--- src/rtl/prism_sp_unit_cmd_queue_if.sv ---
`default_nettype none
// ============================================================================
// Module  : prism_sp_unit_cmd_queue_if
// Purpose : Issue, engine and writeback signals of the PRISM SP command queue.
// Revision: 1.0
// ============================================================================
interface prism_sp_unit_cmd_queue_if #(
  parameter int NUM_CMDS = 4,
  parameter int DEPTH    = 4,
  parameter int ID_W     = 3
);
  localparam int CNT_W = $clog2(DEPTH) + 1;

  logic                issue_new_request;
  logic [ID_W-1:0]     issue_id;
  logic [NUM_CMDS-1:0] issue_cmd;
  logic                issue_ready;
  logic [NUM_CMDS-1:0] cmd_start;
  logic [NUM_CMDS-1:0] cmd_complete;
  logic [NUM_CMDS-1:0] cmd_busy;
  logic                wb_done;
  logic [ID_W-1:0]     wb_id;
  logic                wb_ack;
  logic [CNT_W-1:0]    occupancy;
  logic                protocol_err;

  modport master (
    output issue_new_request, issue_id, issue_cmd, cmd_complete, wb_ack,
    input  issue_ready, cmd_start, cmd_busy, wb_done, wb_id, occupancy, protocol_err
  );

  modport slave (
    input  issue_new_request, issue_id, issue_cmd, cmd_complete, wb_ack,
    output issue_ready, cmd_start, cmd_busy, wb_done, wb_id, occupancy, protocol_err
  );
endinterface
`default_nettype wire

--- src/rtl/prism_sp_unit_cmd_queue.sv ---
`default_nettype none
// ============================================================================
// Module  : prism_sp_unit_cmd_queue
// Purpose : In-order, ID-tagged multi-engine command tracker with error flag.
// Revision: 1.0
// ============================================================================
module prism_sp_unit_cmd_queue #(
  parameter int NUM_CMDS = 4,
  parameter int DEPTH    = 4,
  parameter int ID_W     = 3
) (
  input  wire logic                clk,
  input  wire logic                rst,
  prism_sp_unit_cmd_queue_if.slave q_if
);
  localparam int PTR_W = $clog2(DEPTH);
  localparam int CNT_W = PTR_W + 1;
  localparam logic [CNT_W-1:0] FULL_CNT = CNT_W'(DEPTH);

  typedef enum logic [1:0] {
    S_IDLE  = 2'd0,
    S_START = 2'd1,
    S_RUN   = 2'd2,
    S_DONE  = 2'd3
  } state_t;

  state_t              state_q;
  logic [ID_W-1:0]     id_mem_q  [DEPTH];
  logic [NUM_CMDS-1:0] cmd_mem_q [DEPTH];
  logic [PTR_W-1:0]    rd_ptr_q, rd_ptr_d;
  logic [PTR_W-1:0]    wr_ptr_q, wr_ptr_d;
  logic [CNT_W-1:0]    count_q, count_d;
  logic [CNT_W-1:0]    remain_after_pop;
  logic [NUM_CMDS-1:0] cmd_start_q;
  logic                wb_done_q;
  logic [ID_W-1:0]     wb_id_q;
  logic                err_q, err_d;

  logic [NUM_CMDS-1:0] head_cmd;
  logic [NUM_CMDS-1:0] next_head_cmd;
  logic [NUM_CMDS-1:0] busy;
  logic                issue_ready;
  logic                cmd_multihot;
  logic                cmd_onehot;
  logic                push;
  logic                pop;

  assign issue_ready  = (count_q != FULL_CNT);
  assign cmd_multihot = ((q_if.issue_cmd & (q_if.issue_cmd - NUM_CMDS'(1))) != '0);
  assign cmd_onehot   = (q_if.issue_cmd != '0) && !cmd_multihot;
  assign push         = q_if.issue_new_request && issue_ready && cmd_onehot;
  assign pop          = (state_q == S_DONE) && q_if.wb_ack;

  assign rd_ptr_d = pop  ? rd_ptr_q + PTR_W'(1) : rd_ptr_q;
  assign wr_ptr_d = push ? wr_ptr_q + PTR_W'(1) : wr_ptr_q;

  always_comb begin
    count_d = count_q;
    if (push && !pop) begin
      count_d = count_q + CNT_W'(1);
    end else if (pop && !push) begin
      count_d = count_q - CNT_W'(1);
    end
  end

  assign remain_after_pop = pop ? count_q - CNT_W'(1) : count_q;
  assign head_cmd         = cmd_mem_q[rd_ptr_q];
  // A push into a queue that is (or is about to be) empty becomes the head
  // before it lands in storage, so take its select straight from the bus.
  assign next_head_cmd    = (remain_after_pop == '0) ? q_if.issue_cmd
                                                     : cmd_mem_q[rd_ptr_d];

  always_comb begin
    err_d = err_q;
    if ((q_if.cmd_complete != '0) && (state_q != S_RUN)) begin
      err_d = 1'b1;
    end
    if ((state_q == S_RUN) && ((q_if.cmd_complete & ~head_cmd) != '0)) begin
      err_d = 1'b1;
    end
    if (q_if.wb_ack && !wb_done_q) begin
      err_d = 1'b1;
    end
    if (q_if.issue_new_request && cmd_multihot) begin
      err_d = 1'b1;
    end
  end

  always_comb begin
    busy = '0;
    for (int i = 0; i < DEPTH; i++) begin
      if ({1'b0, PTR_W'(i) - rd_ptr_q} < count_q) begin
        busy = busy | cmd_mem_q[i];
      end
    end
  end

  always_ff @(posedge clk) begin
    if (push) begin
      id_mem_q[wr_ptr_q]  <= q_if.issue_id;
      cmd_mem_q[wr_ptr_q] <= q_if.issue_cmd;
    end
  end

  always_ff @(posedge clk) begin
    if (rst) begin
      state_q     <= S_IDLE;
      rd_ptr_q    <= '0;
      wr_ptr_q    <= '0;
      count_q     <= '0;
      cmd_start_q <= '0;
      wb_done_q   <= 1'b0;
      wb_id_q     <= '0;
      err_q       <= 1'b0;
    end else begin
      rd_ptr_q    <= rd_ptr_d;
      wr_ptr_q    <= wr_ptr_d;
      count_q     <= count_d;
      err_q       <= err_d;
      cmd_start_q <= '0;
      unique case (state_q)
        S_IDLE: begin
          if (count_d != '0) begin
            state_q     <= S_START;
            cmd_start_q <= next_head_cmd;
          end
        end
        S_START: begin
          state_q <= S_RUN;
        end
        S_RUN: begin
          if ((q_if.cmd_complete & head_cmd) != '0) begin
            state_q   <= S_DONE;
            wb_done_q <= 1'b1;
            wb_id_q   <= id_mem_q[rd_ptr_q];
          end
        end
        S_DONE: begin
          if (q_if.wb_ack) begin
            wb_done_q <= 1'b0;
            if (count_d != '0) begin
              state_q     <= S_START;
              cmd_start_q <= next_head_cmd;
            end else begin
              state_q <= S_IDLE;
            end
          end
        end
        default: begin
          state_q <= S_IDLE;
        end
      endcase
    end
  end

  assign q_if.issue_ready  = issue_ready;
  assign q_if.cmd_start    = cmd_start_q;
  assign q_if.cmd_busy     = busy;
  assign q_if.wb_done      = wb_done_q;
  assign q_if.wb_id        = wb_id_q;
  assign q_if.occupancy    = count_q;
  assign q_if.protocol_err = err_q;
endmodule
`default_nettype wire

--- src/flat_wrapper.sv ---
// flat-port wrapper written by rule: the top's interface ports become plain ports
module prism_sp_unit_cmd_queue_flat 
#(
  parameter int NUM_CMDS = 4,
  parameter int DEPTH    = 4,
  parameter int ID_W     = 3
)
  (clk, rst, q_if_issue_new_request, q_if_issue_id, q_if_issue_cmd, q_if_cmd_complete, q_if_wb_ack, q_if_issue_ready, q_if_cmd_start, q_if_cmd_busy, q_if_wb_done, q_if_wb_id, q_if_occupancy, q_if_protocol_err);
  prism_sp_unit_cmd_queue_if #(.NUM_CMDS(NUM_CMDS), .DEPTH(DEPTH), .ID_W(ID_W)) q_if_i ();
  input  wire logic clk;
  input  wire logic rst;
  input wire logic [$bits(q_if_i.issue_new_request)-1:0] q_if_issue_new_request;
  input wire logic [$bits(q_if_i.issue_id)-1:0] q_if_issue_id;
  input wire logic [$bits(q_if_i.issue_cmd)-1:0] q_if_issue_cmd;
  input wire logic [$bits(q_if_i.cmd_complete)-1:0] q_if_cmd_complete;
  input wire logic [$bits(q_if_i.wb_ack)-1:0] q_if_wb_ack;
  output wire logic [$bits(q_if_i.issue_ready)-1:0] q_if_issue_ready;
  output wire logic [$bits(q_if_i.cmd_start)-1:0] q_if_cmd_start;
  output wire logic [$bits(q_if_i.cmd_busy)-1:0] q_if_cmd_busy;
  output wire logic [$bits(q_if_i.wb_done)-1:0] q_if_wb_done;
  output wire logic [$bits(q_if_i.wb_id)-1:0] q_if_wb_id;
  output wire logic [$bits(q_if_i.occupancy)-1:0] q_if_occupancy;
  output wire logic [$bits(q_if_i.protocol_err)-1:0] q_if_protocol_err;
  assign q_if_i.issue_new_request = q_if_issue_new_request;
  assign q_if_i.issue_id = q_if_issue_id;
  assign q_if_i.issue_cmd = q_if_issue_cmd;
  assign q_if_i.cmd_complete = q_if_cmd_complete;
  assign q_if_i.wb_ack = q_if_wb_ack;
  assign q_if_issue_ready = q_if_i.issue_ready;
  assign q_if_cmd_start = q_if_i.cmd_start;
  assign q_if_cmd_busy = q_if_i.cmd_busy;
  assign q_if_wb_done = q_if_i.wb_done;
  assign q_if_wb_id = q_if_i.wb_id;
  assign q_if_occupancy = q_if_i.occupancy;
  assign q_if_protocol_err = q_if_i.protocol_err;
  prism_sp_unit_cmd_queue #(.NUM_CMDS(NUM_CMDS), .DEPTH(DEPTH), .ID_W(ID_W)) u_core (.clk(clk), .rst(rst), .q_if(q_if_i));
endmodule
--- config.mk ---
export PLATFORM = sky130hd
export DESIGN_NAME = prism_sp_unit_cmd_queue_flat
export DESIGN_NICKNAME = d
export VERILOG_FILES = /design/src/rtl/prism_sp_unit_cmd_queue_if.sv /design/src/rtl/prism_sp_unit_cmd_queue.sv /design/src/flat_wrapper.sv
export SDC_FILE = /design/constraint.sdc
export NUM_CORES = 1
export LEC_CHECK = 0
export BUFFER_PORTS_ARGS = -buffer_cell sky130_fd_sc_hd__buf_2
export CORE_UTILIZATION = 50
export DETAILED_ROUTE_END_ITERATION = 6
export PLACE_DENSITY_LB_ADDON = 0.15
export SLEW_MARGIN = 20
export SYNTH_ARGS = -nofsm -noshare
export SYNTH_HDL_FRONTEND = slang
export SYNTH_SLANG_ARGS = --single-unit
--- constraint.sdc ---
create_clock -name clk -period 2.4 [get_ports clk]
set_input_delay 0.36 -clock clk [delete_from_list [all_inputs] [get_ports clk]]
set_output_delay 0.36 -clock clk [all_outputs]
set_load 0.05 [all_outputs]
==> summary.md, run 1 <==
| Metric | Value |
|---|---|
| Cells after Synth | between 200 and 250 |
| Area growth, synth to finish | 19.51% |
| Metal1 wirelength | 2589 µm |
| Number of synthesized flops with an enable pin | 28 |
| Static leakage | between 0.001 and 0.0015 µW |
| Routed WL | around 5300 µm |
| Ratio of cells with drive above 1 in the final layout | approximately 31% |
| Final Hold Viols | 0 |
| Final HPWL DP | 3994 µm |
| Maximum vdd drop | roughly 0.45 mV |
| Wire length per cell | 16.60 µm |
| Most frequent cells in the layout | 28 x edfxtp_1, 27 x buf_2, 21 x nor2_1 |
| Placeable Area | ~0.0048 mm² |
| Setup ws final | approximately 0.12 ns |
| Initial Util | approximately 52% |
| Pwr Total | around 2400 µW |
| Syn_nets | roughly 240 |
| RSZ-0062 raised after global routing | no |
| Critical path cell sequence | buf_6, inv_1, ha_1, a21oi_1, or2_4, a22oi_1, nand2_1, buf_6 |
| Cts hold-fix bufs | 0 |
| Commonest non-fill, non-tap cell in the layout | edfxtp_1 |
| Gr ovfl total | 0 |
| Row count | 25 |
| Critical path launch point type | register |
| Highest clock rate | 438.2 MHz |
| Part of the cycle the worst path needs | ~95% |
| Die area | 0.005235 mm² |
| Max cap viols | 0 |
| Detailed-routed wire length on met3 | 239 µm |
| Cell Area, Synth | 0.002475 mm² |
| Status | complete, no violations |
| Place WS | just over 0.09 ns |
| PwrDens | 799.9 mW/mm² |
| Final Util | 62.21% |
| Clock Skew | slightly below 0.01 ns |
| Ys async rst share | 0% |
| Vias per inst | around 5.6 |
| Final ANT Viol Nets | 0 |
| Worst Path Arrival | between 1.5 and 2 ns |
| GRT Total Usage | 22.26% |
| Synthesized flop and latch total | between 40 and 50 |
| Length of the first detailed-routing pass in iterations | 4 |
| DRC | 0 |
| Ys flop type | edfxtp_1 |
| Antenna violations before repair | 0 |
| Worst path bufs/invs | 3 |
| Synth Warn # | 0 |
| Clock buffer depth | 2 |
| CP top delay family | buffers and inverters |
| Gpl congestion | about 0.85 |
| CTS clk-pin slew, worst paths | roughly 0.090 ns |
| Max-slew headroom | 57.04% |
| CTS Buf Count | 5 |
| CTS tree | done |
| Register area share after synthesis | between 40% and 50% |
| Worst-Skew Late Latency | 0.30 ns |
| Clock sinks | between 40 and 50 |
| Top Ports | 32 |
| Fin crit period | 2.282 ns |
| Nets | around 280 |
| FILL cells | about 400 |
| R2R depth | 8 |
| WL met2 | 2425 µm |
| Largest net degree at the start of global routing | 19 |
| CTS H-tree depth | 2 |
| Crit end category | output pin |
| Final setup vio count | 0 |
| IO buf count | 31 |
| WS Path Type | reg2out |
| Netlist cell types | 46 |
| Die Y-Extent | between 70 and 80 µm |
| Crit. path cell count | 8 |
| First-pass GRT wire length | around 8500 µm |
| Die width | 72.36 µm |
| N_diodes | 0 |
| Via count | about 1800 |
| Clock root buffer | clkbuf_8 |
| CP peak stage delay | approximately 0.37 ns |
| Number of global-route vias before repair | between 1500 and 2000 |
| CP most frequent cell | buf_6 |
| CP max FO | 8 |
| Slowest cell on crit path | dfxtp_4 |
| TNS Setup | 0 ns |
| Final Hold Slack | approximately 0.28 ns |
| Worst min path class | in2reg |
| Initial DRC count | 98 |
| Fin. max-slew vios | 0 |
| Number of setup buffers added after CTS | 0 |
| Highest Signal Layer | met4 |
| Worst Tran Pin Value | between 0.6 and 0.7 ns |
| Syn avg cell area | roughly 12 µm² |
| CP required | 2.04 ns |
| WHS Path Cells | 1 |
-- repair_timing --
item,CTS,global route
pin swaps,1,2
setup endpoints to repair,4,5
gates resized for setup,5,16
cloned,0,0
-- power breakdown --
group / internal, µW / leakage (µW) / switching (µW) / total (µW)
logic: 340 / 0.000722 / 534 / 874
registers: 892 / 0.000403 / 31.0 / 923
clock network: 311 / 0.0000514 / 258 / 569
-- routing by layer --
metal  up-vias  global-route usage, %
met4         0                  8.497
met5         -                      0
met2        65                  35.62
met1       854                  30.65
li1        871                      -
met3         7                  3.472
-- cells in the mapped netlist (4+ instances only) --
library cell	n	area (µm²)
a21oi_1	7	35.03
a22oi_1	12	90.09
and3_1	4	25.02
buf_2	4	20.02
dfxtp_1	18	360.4
edfxtp_1	28	840.8
ha_1	14	175.2
inv_1	11	41.29
mux2i_1	8	80.08
mux4_2	11	247.7
nand2_1	15	56.30
nand2b_1	4	25.02
nor2_1	21	78.83
nor3_1	4	20.02
xnor2_1	5	43.79
-- sequential cells by signal, indices dropped and copies added (netlist names) --
| name | flops |
|---|---|
| u_core.cmd_mem_q | 16 |
| u_core.id_mem_q | 12 |
| u_core.q_if.cmd_start | 4 |
| u_core.q_if.occupancy | 3 |
| u_core.q_if.wb_id | 3 |
| u_core.rd_ptr_q | 2 |
| u_core.state_q | 2 |
| u_core.wr_ptr_q | 2 |
| u_core.q_if.protocol_err | 1 |
| u_core.q_if.wb_done | 1 |
-- cell type report --
class	instances	area, µm²	area share (%)
Inverter	11	41.29	1.396
Sequential cell	46	1214	41.03
Clock buffer	6	72.57	2.453
Timing Repair Buffer	44	281.5	9.518
Clock inverter	2	37.54	1.269
Multi-Input combinational cell	145	1227	41.50
Tap cell	67	83.83	2.834
-- logic make-up (layout without fill, tap and decap cells) --
kind of cell / count (synthesis) / in the layout / synth area share [%]
multiplexers: 20 / 20 / 14.16
adder cells (fa/ha/maj): 14 / 14 / 7.078
XOR/XNOR: 7 / 7 / 2.477
buffers and inverters: 18 / 63 / 2.982
AND/OR/NAND/NOR: 62 / 62 / 12.18
flip-flops: 46 / 46 / 48.53
AO/OA/AOI/OAI: 42 / 42 / 12.59
-- worst paths after layout --
check,from,end,slack [ns]
min,q_if_issue_id[2],u_core.id_mem_q[1][2],0.28
max,u_core.rd_ptr_q[1],q_if_cmd_busy[0],0.12
min reg2reg,u_core.q_if.wb_id[1],u_core.q_if.wb_id[1],0.50
max reg2reg,u_core.q_if.occupancy[0],u_core.state_q[0],0.14
-- through the flow --
stage	std cells	instance area (µm²)
after floorplan	209	2482
after global placement	313	2786
after detailed placement	313	2786
after CTS	321	2910
after global routing	321	2958
final	321	2958
No activity file was read; power rests on OpenSTA's default activity.
==> run 2: changes to the inputs <==
--- a/config.mk
+++ b/config.mk
@@ -10,4 +10,5 @@
 export DETAILED_ROUTE_END_ITERATION = 6
 export PLACE_DENSITY_LB_ADDON = 0.15
+export REMOVE_ABC_BUFFERS = 1
 export SLEW_MARGIN = 20
 export SYNTH_ARGS = -nofsm -noshare
==> constraint.sdc (replaced) <==
create_clock -name clk -period 2.9 [get_ports clk]
set_input_delay 0.145 -clock clk [delete_from_list [all_inputs] [get_ports clk]]
set_output_delay 0.145 -clock clk [all_outputs]
set_load 0.05 [all_outputs]
==> summary.md, run 2 (synthesis results as in run 1) <==
| Metric | Value |
|---|---|
| Max-slew headroom | 62.48% (was 57.04%) |
| Fin. max-slew vios | 0 (unchanged) |
| Largest net degree at the start of global routing | 19 (unchanged) |
| Final HPWL DP | 3897 µm (was 3994 µm) |
| Nets | 272 (was 282) |
| Reg2Reg Setup Slack | 0.28 ns (was 0.14 ns) |
| Crit end category | register (was output pin) |
| Cts hold-fix bufs | 0 (unchanged) |
| Worst Tran Pin Value | 0.5602 ns (was 0.6414 ns) |
| Number of setup buffers added after CTS | 0 (unchanged) |
| CP required | 3.07 ns (was 2.04 ns) |
| Row count | 25 (unchanged) |
| Most frequent cells in the layout | 31 x buf_2, 28 x edfxtp_1, 21 x nor2_1 (was 28 x edfxtp_1, 27 x buf_2, 21 x nor2_1) |
| Highest clock rate | about 380 MHz |
| Gpl congestion | 0.8467 (was 0.8464) |
| CTS tree | done (unchanged) |
| Resized Gates After CTS | 0 (was 5) |
| Commonest non-fill, non-tap cell in the layout | buf_2 (was edfxtp_1) |
| Initial Util | 52.05% (unchanged) |
| WHS Path Cells | 1 (unchanged) |
| DRC | 0 (unchanged) |
| IO buf count | 31 (unchanged) |
| Maximum vdd drop | 0.4413 mV (was 0.4534 mV) |
| Max cap viols | 0 (unchanged) |
| WS Path Type | reg2reg (was reg2out) |
| Worst Path Arrival | 2.78 ns (was 1.92 ns) |
| Top reg by flops | u_core.cmd_mem_q (unchanged) |
| Area growth, synth to finish | 12.74% (was 19.51%) |
| Worst min path class | in2reg (unchanged) |
| Clock root buffer | clkbuf_8 (unchanged) |
| Setup ws final | 0.2834 ns (was 0.1179 ns) |
| Via count | 1738 (was 1797) |
| Worst-Skew Late Latency | 0.29 ns (was 0.30 ns) |
| Place WS | 0.2713 ns (was 0.09273 ns) |
| Ratio of cells with drive above 1 in the final layout | 25.00% (was 31.10%) |
| Final ANT Viol Nets | 0 (unchanged) |
| Status | complete, no violations (unchanged) |
| Part of the cycle the worst path needs | 90.23% |
| GRT Total Usage | 20.90% (was 22.26%) |
| Number of global-route vias before repair | 1627 (was 1727) |
| CP max FO | 9 (was 8) |
| Length of the first detailed-routing pass in iterations | 4 (unchanged) |
| PwrDens | 642.6 mW/mm² (was 799.9 mW/mm²) |
| Max reg flops | 16 (unchanged) |
| Die width | 72.36 µm (unchanged) |
| Clock Skew | 0.004419 ns (was 0.009717 ns) |
| First-pass GRT wire length | 8176 µm (was 8542 µm) |
| Die Y-Extent | 72.36 µm (unchanged) |
| Gr ovfl total | 0 (unchanged) |
| Placeable Area | 0.004755 mm² (unchanged) |
| Initial DRC count | 111 (was 98) |
| CTS clk-pin slew, worst paths | 0.08 ns (was 0.09 ns) |
| Top Ports | 32 (unchanged) |
| CTS Buf Count | 5 (unchanged) |
| Static leakage | 0.001109 µW (was 0.001176 µW) |
| Wire length per cell | 16.16 µm (was 16.60 µm) |
| Critical path launch point type | register (unchanged) |
| Final setup vio count | 0 (unchanged) |
| Final Hold Viols | 0 (unchanged) |
| R2R depth | 8 (unchanged) |
| Routed WL | 5025 µm (was 5330 µm) |
| Clock sinks | 46 (unchanged) |
| TNS Setup | 0 ns (unchanged) |
| CTS H-tree depth | 2 (unchanged) |
| N_diodes | 0 (unchanged) |
| Die area | 0.005235 mm² (unchanged) |
| RSZ-0062 raised after global routing | no (unchanged) |
| Fin crit period | approximately 2.6 ns |
| Clock buffer depth | 2 (unchanged) |
| Vias per inst | 5.588 (was 5.598) |
| Antenna violations before repair | 0 (unchanged) |
run 2: final timing paths:
path | start | end
min reg2reg | u_core.q_if.wb_id[0] | u_core.q_if.wb_id[0]
min | q_if_issue_id[2] | u_core.id_mem_q[2][2]
max | u_core.q_if.occupancy[0] | u_core.q_if.cmd_start[3]
max reg2reg | u_core.q_if.occupancy[0] | u_core.q_if.cmd_start[3]
run 2: cell type report:
type / count / area (µm²)
fill: 424 / 1964
inverter: 11 / 41.29
clock buffer: 6 / 72.57
tap: 67 / 83.83
clock inverter: 2 / 13.76
multi-input combinational: 145 / 1200
sequential: 46 / 1201
timing repair buffer: 34 / 177.7
run 2: power breakdown:
part / switching (µW) / total, µW / internal [µW]
Combinational: 408 / 637 / 228
Sequential: 35.8 / 774 / 738
Clock: 212 / 382 / 170
run 2: metrics by stage:
stage                     power (µW)  area [µm²]  hold slack [ns]  utilization [%]  std cells
after floorplan                 1279        2442           0.2141                -        202
after global placement          1422        2704           0.3652            56.87        303
after detailed placement        1427        2704           0.3688            56.87        303
after CTS                       1809        2790          0.05891            58.68        311
after global routing            1898        2790          0.05302            58.68        311
final                           1793        2790          0.06869            58.68        311
run 2: metal layers:
metal / part of all wire [%] / up-vias / track usage (%)
met5: 0 / - / 0
met4: 0.50 / 0 / 4.139
met3: 5.2 / 4 / 4.583
met2: 46 / 51 / 32.40
met1: 48 / 830 / 30.54
li1: - / 853 / -
run 2: worst max-delay path, stage by stage (launching register included):
cell and delay [ns]:
dfxtp_1 0.52, inv_1 0.15, ha_1 0.23, a21bo_1 0.20, or3_1 0.38, o211a_4 0.27
mux2i_4 0.21, o31ai_1 0.44, nor2_1 0.10
==> run 3: changes to the inputs <==
==> constraint.sdc (replaced) <==
create_clock -name clk -period 2.9 [get_ports clk]
set_input_delay 0.145 -clock clk [delete_from_list [all_inputs] [get_ports clk]]
set_output_delay 0.145 -clock clk [all_outputs]
set_load 0.1 [all_outputs]
==> summary.md, run 3 (synthesis results as in run 1) <==
| Metric | Value |
|---|---|
| Clock buffer depth | 2 (unchanged) |
| Wire length per cell | 15.28 µm (was 16.16 µm) |
| Register area | 0.001201 mm² (unchanged) |
| CTS H-tree depth | 2 (unchanged) |
| Final Hold Slack | 0.06348 ns (was 0.06869 ns) |
| Most frequent cells in the layout | 31 x buf_2, 28 x edfxtp_1, 21 x nor2_1 (unchanged) |
| Gr ovfl total | 0 (unchanged) |
| Placeable Area | 0.004755 mm² (unchanged) |
| CTS Buf Count | 5 (unchanged) |
| WS Path Type | reg2out (was reg2reg) |
| Clock Skew | 0.01287 ns (was 0.004419 ns) |
| CTS tree | done (unchanged) |
| CP top delay family | flip-flops (was compound AO/OA/AOI/OAI gates) |
| Clock sinks | 46 (unchanged) |
| Crit. path cell count | 8 (unchanged) |
| Antenna violations before repair | 0 (unchanged) |
| Row count | 25 (unchanged) |
| Worst min path class | in2reg (unchanged) |
| Critical path cell sequence | xor2_1, inv_1, ha_1, a21oi_1, or2_2, a22oi_1, nand2_1, buf_2 (was inv_1, ha_1, a21bo_1, or3_1, o211a_4, mux2i_4, o31ai_1, nor2_1) |
| Highest clock rate | 382.3 MHz (was 382.2 MHz) |
| Max-slew headroom | 61.19% (was 62.48%) |
| CTS clk-pin slew, worst paths | 0.09 ns (was 0.08 ns) |
| Top reg by flops | u_core.cmd_mem_q (unchanged) |
| Die width | 72.36 µm (unchanged) |
| Clock root buffer | clkbuf_8 (unchanged) |
| Length of the first detailed-routing pass in iterations | 4 (unchanged) |
| Number of setup buffers added after CTS | 0 (unchanged) |
| Worst Tran Pin Value | 0.5794 ns (was 0.5602 ns) |
| Cts hold-fix bufs | 0 (unchanged) |
| Gpl congestion | 0.8685 (was 0.8467) |
| Number of global-route vias before repair | 1526 (was 1627) |
| Routed WL | 4753 µm (was 5025 µm) |
| Maximum vdd drop | 0.5325 mV (was 0.4413 mV) |
| Die area | 0.005235 mm² (unchanged) |
| Commonest non-fill, non-tap cell in the layout | buf_2 (unchanged) |
| Largest net degree at the start of global routing | 19 (unchanged) |
| Top Ports | 32 (unchanged) |
| CP peak stage delay | 0.61 ns (was 0.52 ns) |
| IO buf count | 31 (unchanged) |
| Initial Util | 52.05% (unchanged) |
| Vias per inst | 5.505 (was 5.588) |
| Fin. max-slew vios | 0 (unchanged) |
| Critical path launch point type | register (unchanged) |
| Area of the multi-input gates | 0.001200 mm² (unchanged) |
| Max cap viols | 0 (unchanged) |
| DRC | 0 (unchanged) |
| Nets | 272 (unchanged) |
| GRT Total Usage | 19.84% (was 20.90%) |
| N_diodes | 0 (unchanged) |
| Initial DRC count | 92 (was 111) |
| Final Hold Viols | 0 (unchanged) |
| Area growth, synth to finish | 12.74% (unchanged) |
| Fin crit period | 2.616 ns (was 2.617 ns) |
| Worst Path Arrival | 2.47 ns (was 2.78 ns) |
| Ratio of cells with drive above 1 in the final layout | 25.00% (unchanged) |
| RSZ-0062 raised after global routing | no (unchanged) |
| Worst-Skew Late Latency | 0.30 ns (was 0.29 ns) |
| PwrDens | 702.1 mW/mm² (was 642.6 mW/mm²) |
| Via count | 1712 (was 1738) |
| Resized Gates After CTS | 0 (unchanged) |
| Max reg flops | 16 (unchanged) |
| Crit end category | output pin (was register) |
| Static leakage | 0.001109 µW (unchanged) |
| Worst path bufs/invs | 2 (was 1) |
| CP max FO | 10 (was 9) |
| Final setup vio count | 0 (unchanged) |
| Status | complete, no violations (unchanged) |
| Final HPWL DP | 3674 µm (was 3897 µm) |
| Pwr Total | 1959 µW (was 1793 µW) |
| Slowest cell on crit path | dfxtp_1 (unchanged) |
| First-pass GRT wire length | 7603 µm (was 8176 µm) |
| Final ANT Viol Nets | 0 (unchanged) |
| WHS Path Cells | 1 (unchanged) |
| FILL cells | 425 (was 424) |
| Die Y-Extent | 72.36 µm (unchanged) |
| CP required | 2.76 ns (was 3.07 ns) |
| R2R depth | 8 (unchanged) |
| Part of the cycle the worst path needs | 90.20% (was 90.23%) |
-- run 3: cell counts in the layout (fill, tap and decap cells not counted) --
Identical to the previous run, type by type.
-- run 3: per-layer routing --
metal	track usage, %	up-vias	part of all wire [%]
met3	5.139	2	4.1
met5	0	-	0
met1	28.48	817	51
met4	4.793	0	0.42
met2	30.32	41	44
li1	-	852	-
-- run 3: report_power, final --
part           total (µW)  leakage [µW]  internal (µW)  switching [µW]
Combinational         802      0.000664            228             575
Clock                 384     0.0000452            170             214
Sequential            772      0.000400            738            33.8
Total                1960       0.00111           1140             822
-- run 3: cell type report --
type	instances	area share [%]
sequential	46	43.05
inverter	11	1.480
clock inverter	2	0.4933
clock buffer	6	2.601
tap	67	3.004
timing repair buffer	34	6.368
multi-input combinational	145	43.00
-- run 3: path summary, 6_finish.rpt --
| check | start | to | slack (ns) |
|---|---|---|---|
| setup / recovery | u_core.rd_ptr_q[1] | q_if_cmd_busy[3] | 0.28 |
| hold / removal | q_if_issue_id[1] | u_core.id_mem_q[2][1] | 0.06 |
| setup reg to reg | u_core.q_if.occupancy[0] | u_core.q_if.cmd_start[3] | 0.30 |
| hold reg to reg | u_core.q_if.wb_id[0] | u_core.q_if.wb_id[0] | 0.50 |
-- run 3: stage by stage --
step / setup TNS (ns) / util, % / setup WS, ns / instances / area, µm²
after CTS: 0 / 58.68 / 0.2606 / 311 / 2790
after detailed placement: 0 / 56.87 / 0.3007 / 303 / 2704
after global routing: 0 / 58.68 / 0.08431 / 311 / 2790
after floorplan: -1.737 / - / -0.3272 / 202 / 2442
final: 0 / 58.68 / 0.2843 / 311 / 2790
after global placement: 0 / 56.87 / 0.3551 / 303 / 2704
